[src/rtl/core_sequencer_pkg.sv]
// Shared types and widths for the core sequencer and its watchdog.
package core_sequencer_pkg;

  localparam int unsigned DATA_W = 32;
  localparam int unsigned HALF_W = 16;

  // Sequencer states: fetch request/wait, execute, memory request/wait, terminal states
  typedef enum logic [2:0] {
    F_REQ,
    F_WAIT,
    EXEC,
    M_REQ,
    M_WAIT,
    HALT,
    FAULT
  } seq_state_t;

  // Kind of transaction currently owning the memory port
  typedef enum logic [1:0] {
    MEM_FETCH,
    MEM_LOAD,
    MEM_STORE
  } mem_op_t;

endpackage

[src/rtl/core_sequencer_watchdog.sv]
// Bus-response watchdog: counts wait cycles since grant, flags the last allowed cycle.
module seq_watchdog #(
  parameter int unsigned TIMEOUT = 64
) (
  input  logic clk,
  input  logic reset,
  input  logic clr,
  input  logic en,
  output logic expired_c
);

  localparam int unsigned CNT_W = (TIMEOUT > 2) ? $clog2(TIMEOUT) : 1;

  logic [CNT_W-1:0] cnt_q;

  // Wait-cycle counter, cleared at grant and advanced on every waiting cycle
  always_ff @(posedge clk) begin
    if (reset) begin
      cnt_q <= '0;
    end else if (clr) begin
      cnt_q <= '0;
    end else if (en) begin
      cnt_q <= cnt_q + CNT_W'(1);
    end
  end

  // High in the final wait cycle; a response in this same cycle still wins
  assign expired_c = en && (cnt_q == CNT_W'(TIMEOUT - 1));

endmodule

[src/rtl/core_sequencer.sv]
// Multi-cycle core control: owns the shared memory port, holds the instruction,
// and emits one-cycle commit strobes.
module core_sequencer
  import core_sequencer_pkg::*;
#(
  parameter int unsigned ADDR_W  = 32,
  parameter int unsigned TIMEOUT = 64
) (
  input  logic              clk,
  input  logic              reset,
  input  logic [ADDR_W-1:0] ip,
  input  logic              is_load,
  input  logic              is_store,
  input  logic              is_halt,
  input  logic [ADDR_W-1:0] dm_addr,
  input  logic [HALF_W-1:0] dm_wdata,
  output logic              mem_req,
  output logic              mem_we,
  output logic [ADDR_W-1:0] mem_addr,
  output logic [DATA_W-1:0] mem_wdata,
  input  logic              mem_gnt,
  input  logic              mem_rvalid,
  input  logic [DATA_W-1:0] mem_rdata,
  output logic [DATA_W-1:0] instr_q,
  output logic              commit,
  output logic [HALF_W-1:0] ld_data,
  output logic [DATA_W-1:0] retired_cnt,
  output logic              halted,
  output logic              fault
);

  seq_state_t        state_q, state_d;
  mem_op_t           op_q, op_d;
  logic [ADDR_W-1:0] dm_addr_q, dm_addr_d;
  logic              mem_req_d, mem_we_d;
  logic [DATA_W-1:0] mem_wdata_d;
  logic [DATA_W-1:0] instr_d;
  logic              commit_d;
  logic [HALF_W-1:0] ld_data_d;
  logic [DATA_W-1:0] retired_d;
  logic              halted_d, fault_d;
  logic              wd_clr, wd_en, wd_expired;

  seq_watchdog #(
    .TIMEOUT(TIMEOUT)
  ) u_watchdog (
    .clk       (clk),
    .reset     (reset),
    .clr       (wd_clr),
    .en        (wd_en),
    .expired_c (wd_expired)
  );

  // Fetch address follows ip directly: ip only settles after the commit edge,
  // which is also the cycle the fetch request is being set up.
  assign mem_addr = (op_q == MEM_FETCH) ? ip : dm_addr_q;

  // Next-state and next-output logic
  always_comb begin
    state_d     = state_q;
    op_d        = op_q;
    dm_addr_d   = dm_addr_q;
    mem_req_d   = mem_req;
    mem_we_d    = mem_we;
    mem_wdata_d = mem_wdata;
    instr_d     = instr_q;
    commit_d    = 1'b0;
    ld_data_d   = ld_data;
    retired_d   = retired_cnt;
    halted_d    = halted;
    fault_d     = fault;
    wd_clr      = 1'b0;
    wd_en       = 1'b0;

    case (state_q)
      F_REQ: begin
        if (!mem_req) begin
          op_d      = MEM_FETCH;
          mem_req_d = 1'b1;
          mem_we_d  = 1'b0;
        end else if (mem_gnt) begin
          mem_req_d = 1'b0;
          wd_clr    = 1'b1;
          state_d   = F_WAIT;
        end
      end

      F_WAIT: begin
        wd_en = 1'b1;
        if (mem_rvalid) begin
          instr_d = mem_rdata;
          state_d = EXEC;
        end else if (wd_expired) begin
          fault_d = 1'b1;
          state_d = FAULT;
        end
      end

      EXEC: begin
        if (is_halt) begin
          commit_d  = 1'b1;
          retired_d = retired_cnt + DATA_W'(1);
          halted_d  = 1'b1;
          state_d   = HALT;
        end else if (is_load || is_store) begin
          state_d = M_REQ;
        end else begin
          commit_d  = 1'b1;
          retired_d = retired_cnt + DATA_W'(1);
          state_d   = F_REQ;
        end
      end

      M_REQ: begin
        if (!mem_req) begin
          op_d        = is_load ? MEM_LOAD : MEM_STORE;
          mem_req_d   = 1'b1;
          mem_we_d    = !is_load;
          dm_addr_d   = dm_addr;
          mem_wdata_d = {16'h0000, dm_wdata};
        end else if (mem_gnt) begin
          mem_req_d = 1'b0;
          mem_we_d  = 1'b0;
          wd_clr    = 1'b1;
          state_d   = M_WAIT;
        end
      end

      M_WAIT: begin
        wd_en = 1'b1;
        if (mem_rvalid) begin
          if (op_q == MEM_LOAD) begin
            ld_data_d = mem_rdata[HALF_W-1:0];
          end
          commit_d  = 1'b1;
          retired_d = retired_cnt + DATA_W'(1);
          state_d   = F_REQ;
        end else if (wd_expired) begin
          fault_d = 1'b1;
          state_d = FAULT;
        end
      end

      HALT, FAULT: begin
        mem_req_d = 1'b0;
        mem_we_d  = 1'b0;
      end

      default: begin
        mem_req_d = 1'b0;
        mem_we_d  = 1'b0;
        state_d   = F_REQ;
      end
    endcase
  end

  // State and registered outputs; reset overrides everything
  always_ff @(posedge clk) begin
    if (reset) begin
      state_q     <= F_REQ;
      op_q        <= MEM_FETCH;
      dm_addr_q   <= '0;
      mem_req     <= 1'b0;
      mem_we      <= 1'b0;
      mem_wdata   <= '0;
      instr_q     <= '0;
      commit      <= 1'b0;
      ld_data     <= '0;
      retired_cnt <= '0;
      halted      <= 1'b0;
      fault       <= 1'b0;
    end else begin
      state_q     <= state_d;
      op_q        <= op_d;
      dm_addr_q   <= dm_addr_d;
      mem_req     <= mem_req_d;
      mem_we      <= mem_we_d;
      mem_wdata   <= mem_wdata_d;
      instr_q     <= instr_d;
      commit      <= commit_d;
      ld_data     <= ld_data_d;
      retired_cnt <= retired_d;
      halted      <= halted_d;
      fault       <= fault_d;
    end
  end

endmodule

[config.mk]
export PLATFORM = sky130hd
export DESIGN_NAME = core_sequencer
export DESIGN_NICKNAME = d
export VERILOG_FILES = /design/src/rtl/core_sequencer_pkg.sv /design/src/rtl/core_sequencer_watchdog.sv /design/src/rtl/core_sequencer.sv
export SDC_FILE = /design/constraint.sdc
export NUM_CORES = 1
export LEC_CHECK = 0
export ABC_AREA = 0
export BUFFER_PORTS_ARGS = -buffer_cell sky130_fd_sc_hd__buf_2
export CAP_MARGIN = 20
export CORE_AREA = 2 2 230 119
export CTS_CLUSTER_SIZE = 20
export DETAILED_ROUTE_END_ITERATION = 16
export DIE_AREA = 0 0 232 121
export PLACE_DENSITY = 0.45
export SYNTH_ARGS = -nofsm -noshare
export SYNTH_HDL_FRONTEND = slang
export SYNTH_HIERARCHICAL = 1
export SYNTH_SLANG_ARGS = --single-unit
export TNS_END_PERCENT = 30
[constraint.sdc]
create_clock -name clk -period 3.42 [get_ports clk]
set_input_delay 0.171 -clock clk [delete_from_list [all_inputs] [get_ports clk]]
set_output_delay 0.171 -clock clk [all_outputs]
set_load 0.01 [all_outputs]
==> impl_metrics.toml, run 1 <==
[status]
status = "finished clean"

[floorplan]
die-area_um2 = 28070
rows = 42
die_h_um = 121
num_io_pins = 268
placeableCoreArea_um2 = 26010
initial_core_util = 0.2459
die_w_um = 232

[power_and_ir_drop]
leakage_nw = 4.004
p_sw_frac = 0.2876
combPwrFrac = 0.176
power_density_nw_per_um2 = 481.9
seq_power_share = 0.422
ir_worst_vdd_mv = 0.2710
p_clk_frac = 0.402
p_int_mw = 3.176
switching_power_mw = 1.282

[final_layout]
syn2layout_area_growth_pct = 44.61
layout-drive-gt1-share = 0.3151
fin_nets = 1185
final_common_cell = "buf_2"
final_cell_mix = "buf_2 (250), nand2_1 (173), dfxtp_1 (144)"

[worst_setup_path]
cp.arrival_ps = 2830
crit_chain = "xnor2_1, nor2_1, nand4_1, nor2_1, nand3b_1, a21oi_1, o21ai_0, a21oi_1"
cp_max_fo = 26
crit_path_end_kind = "flop"
cp-start-kind = "flop"
required_ps = 3780
path_class = "flop to flop"
crit_slowest_cell = "dfxtp_1"
cp_slowest_stage_delay_ps = 870

[placement]
dp_worst_setup_slack_ps = 944.4
port-buffer-count = 251
dpl.hpwl_um = 14600
place_congestion = 0.7233

[clocking]
cts_tree = "built"
cts_sinks = 144
cts_made_buffers = 17
clockBufferDepth = 2
cts_resized = 0
path_clk_slew_ps = 60
htreeDepth = 4
clk_latency_ps = 430
post-cts-setup-buffers = 0
cts-root-buf = "clkbuf_16"

[timing]
grt_setup_unrepaired = "no"
tightestPinTransition_ps = 966.5
fin_setup_tns_ps = 0
relSlewSlack = 0.3542
clock_skew_ps = 7.076
worst_slack_ps = 952.3
setup_viol = 0
period_minus_slack_ps = 2468
post-route-period-util = 0.7215
max_freq_mhz = 405.2
slew_viol_final = 0
hold_viol_final = 0

[drt]
drt_iter0_drc = 327
vias_per_cell = 4.447
firstDrtPassIters = 5
vias = 6355
route.detailed.drc = 0
wl_per_cell_um = 14.60
ant_nets = 0
finalWirelength_um = 20870

[synthesis]
ys_seq_area_frac = 0.4506
ys_ff_latch = 144
synth_top_area_frac = 0.4506
synthCells = 763
syn-cell-area_um2 = 6397
async_reset_ff_frac = 0
ys_warn_count = 6
synth_area_leaders = "dfxtp_1 (45%), nand2_1 (10%), a21oi_1 (8.1%)"
avgSynthCellArea_um2 = 8.385
ys.flop_type = "dfxtp_1"
synth_edf_count = 0
synth_cell_types = 52
synth_top_area_cell = "dfxtp_1"

[global_route]
grt_max_degree = 67
grt_pass1_wl_um = 32200
grt_pass1_vias = 5873
gr-total-overflow = 0
grt_usage = 0.1467
antenna_found_initial = 1

[run]
cap_violations = 0

[worst_hold_path]
min_path_type = "input pin to flop"
cells by family after synthesis:
kind of cell / share of synthesized area
other: 0.0005862
buffers and inverters: 0.06161
adders and majority gates: 0.003911
DFF: 0.4506
xor gates and xnor gates: 0.01330
AOI/OAI and AO/OA: 0.1238
muxes: 0.1125
and+or+nand+nor: 0.2337
flip-flops by register name (all words and copies together) (netlist names), 2 cells and up:
signal,count
dm_addr_q,32
instr_q,32
retired_cnt,32
ld_data,16
mem_wdata,16
u_watchdog/cnt_q,6
state_q,3
op_q,2
worst max-delay path, delay by kind of cell (launching register included):
family           cells  cell delay [ps]
AND/OR/NAND/NOR      4             1010
XOR/XNOR             1              120
AO/OA/AOI/OAI        3              390
flip-flops           1              870
per-stage QoR:
step	hold slack (ps)	instances	utilization	instance area [um2]	total power, mW
after detailed placement	417.5	1316	0.3025	7870	2.630
after floorplan	307.0	778	-	6454	2.370
final	34.55	1429	0.3557	9251	4.458
after global placement	411.9	1316	0.3025	7870	2.629
after global routing	29.86	1428	0.3556	9249	4.719
after CTS	9.957	1427	0.3548	9229	4.532
area by class of cell:
type / count / area, um2
tap: 352 / 440.4
clock buffer: 21 / 470.5
timing repair buffer: 340 / 2152
antenna: 1 / 2.502
inverter: 6 / 22.52
clock inverter: 10 / 87.58
fill: 2717 / 16760
multi-input combinational: 555 / 3193
sequential: 144 / 2883
what timing repair did:
action / CTS / global route
hold buffers: 80 / 0
hold endpoints to repair: 92 / 0
endpoints found under the setup margin: 0 / 0
metal layers:
metal	part of all wire	vias to the layer above	routed length, um	global-route usage
met4	0.0062	0	129	0.02684
met1	0.51	2985	10600	0.2096
met5	0	-	0	0
li1	-	3193	-	-
met2	0.41	169	8519	0.2026
met3	0.078	8	1623	0.06344
power by group through the flow:
stage	Clock (mW)	Combinational (mW)	Sequential, mW
floorplan	0	0.497	1.87
global placement	0	0.713	1.92
detailed placement	0	0.713	1.92
CTS	1.86	0.786	1.88
global route	1.94	0.879	1.90
finish	1.79	0.783	1.88
path summary, 6_finish.rpt:
check        cells after the start         from  slack (ps)          end
max                              8   state_q[0]         950   state_q[2]
min                              3      is_halt          30       halted
max reg2reg                      8   state_q[0]         950   state_q[2]
min reg2reg                      2  instr_q[11]         450  instr_q[11]
cell usage after synthesis, types with 4 or more instances:
cell type / count
a21oi_1: 104
a31oi_1: 4
and2_1: 4
and3_1: 5
and4_1: 6
buf_1: 7
buf_2: 12
buf_4: 18
clkbuf_1: 34
dfxtp_1: 144
inv_1: 6
mux2_1: 9
mux2_2: 38
mux2i_1: 19
nand2_1: 173
nand3_1: 11
nand4_1: 9
nor2_1: 50
nor2b_1: 18
nor4_1: 13
o21ai_0: 11
o31ai_1: 12
or3_1: 4
or4_1: 12
xor2_1: 4
No activity file was read; power rests on OpenSTA's default activity.
==> run 2: changes to the inputs <==
PLACE_DENSITY = 0.46   (was 0.45)
clock period = 2.2 ns   (was 3.42 ns; I/O delays follow)
==> run 2 against run 1 <==
  * Via count is 0.46% higher
  * Combinational power is 76% higher
  * Worst setup slack worse by 720 ps
  * Non-clock buffer count is 20 higher
  * Die area stayed put
  * Sequential share of layout area is 0.76 points lower
  * Largest power group is now clock
  * Sequential cell count stayed put
==> impl_metrics.toml, run 2 (same netlist as run 1, synthesis figures left out) <==
[final_layout]
final_cell_mix = "buf_2 (250), nand2_1 (173), dfxtp_1 (144)"
syn2layout_area_growth_pct = 48.25
final_common_cell = "buf_2"
top_regs = "dm_addr_q x32, instr_q x32, retired_cnt x32"
layoutNonFillerInstCount = 1448
layout-drive-gt1-share = 0.3266
diodes = 0
postLayoutCoreUtil = 0.3646
fillers = 2714
fin_nets = 1205

[global_route]
grt_pass1_wl_um = 32950
grt_pass1_vias = 5947
gr-total-overflow = 0
grt_usage = 0.1514
grt_max_degree = 50
antenna_found_initial = 0

[timing]
hold_viol_final = 0
tightestPinTransition_ps = 567.9
post-route-period-util = 0.8951
slew_viol_final = 0
fin_setup_tns_ps = 0
relSlewSlack = 0.6214
period_minus_slack_ps = 1969
setup_viol = 0
clock_skew_ps = 9.090
grt_setup_unrepaired = "no"
max_freq_mhz = 507.8

[placement]
port-buffer-count = 251
dpl.hpwl_um = 15030
placed_cells = 1336
place_congestion = 0.7740

[worst_setup_path]
cp_max_fo = 32
regToRegStartpoint = "retired_cnt[3]"
cp-endpoint = "mem_addr[3]"
r2r_slack_ps = 330
crit_start = "op_q[1]"
cp-start-kind = "flop"
r2r-end = "retired_cnt[19]"
crit_path_end_kind = "output port"
r2r_cells = 5
required_ps = 2090
path_class = "flop to output port"
cp.arrival_ps = 1860

[clocking]
post-cts-setup-buffers = 0
cts_sinks = 144
clk_latency_ps = 430
cts-root-buf = "clkbuf_16"
cts_tree = "built"
htreeDepth = 4
cts_resized = 0
path_clk_slew_ps = 60
cts_made_buffers = 17
clockBufferDepth = 2
cts_hold_buf = 81

[drt]
finalWirelength_um = 21250
vias_per_cell = 4.409
wl_per_cell_um = 14.67
drt_iter0_drc = 265
ant_nets = 0
firstDrtPassIters = 4
vias = 6384
route.detailed.drc = 0

[worst_hold_path]
min_path_type = "input pin to flop"

[floorplan]
die_h_um = 121
die-area_um2 = 28070
die_w_um = 232
placeableCoreArea_um2 = 26010
num_io_pins = 268
initial_core_util = 0.2459
rows = 42

[power_and_ir_drop]
leakage_nw = 4.124
power_density_nw_per_um2 = 762.8
ir_worst_vdd_mv = 0.4220
power.total_mw = 7.234

[status]
status = "finished clean"

[run]
cap_violations = 0
## run 2: cell count changes in the layout (fill, tap and decap cells not counted)
cell | before | now
clkinvlp_4 | 2 | 4
clkbuf_8 | 3 | 1
inv_6 | 0 | 2
dlygate4sd3_1 | 80 | 81
bufinv_16 | 1 | 3
buf_4 | 8 | 24
clkinv_2 | 5 | 1
buf_12 | 2 | 5
diode_2 | 1 | 0
## run 2: per-layer routing
layer / vias to the layer above / part of all wire / track usage
met5: - / 0 / 0
met4: 0 / 0.011 / 0.04327
met3: 14 / 0.064 / 0.05028
met2: 153 / 0.42 / 0.2140
met1: 2986 / 0.51 / 0.2161
li1: 3231 / - / -
## run 2: per-stage QoR
stage	cell area, um2	hold WS, ps	setup slack [ps]
after floorplan	6454	246.0	246.3
after global placement	8070	350.1	425.4
after detailed placement	8070	356.3	360.5
after CTS	9484	26.06	184.9
after global routing	9484	72.94	116.6
final	9484	64.34	230.8
## run 2: worst min path at each step
stage                        from      endpoint  slack (ps)  cells past startpoint
finish                    is_load        mem_we          60                      3
global route           mem_rvalid    state_q[1]          70                      3
CTS                       is_load        mem_we          30                      3
detailed placement    dm_wdata[4]  mem_wdata[4]         360                      3
global placement    mem_rdata[20]   instr_q[20]         350                      3
floorplan              dm_addr[0]  dm_addr_q[0]         250                      2
## run 2: critical path: stages (launching register included)
cell	delay, ps
dfxtp_1	350
nor2_4	100
buf_4	390
mux2_2	400
buf_2	140
## run 2: where the power goes
part	total [mW]	switching, mW	internal [mW]
Combinational	1.38	0.744	0.632
Sequential	2.84	0.0994	2.75
Clock	3.01	1.20	1.81
## run 2: cell type report
| type | count | area [um2] | area share |
|---|---|---|---|
| tap | 352 | 440.4 | 0.04644 |
| clock buffer | 19 | 442.9 | 0.04670 |
| multi-input combinational | 555 | 3193 | 0.3367 |
| timing repair buffer | 360 | 2342 | 0.2470 |
| sequential | 144 | 2883 | 0.3040 |
| clock inverter | 12 | 160.2 | 0.01689 |
| inverter | 6 | 22.52 | 0.002375 |
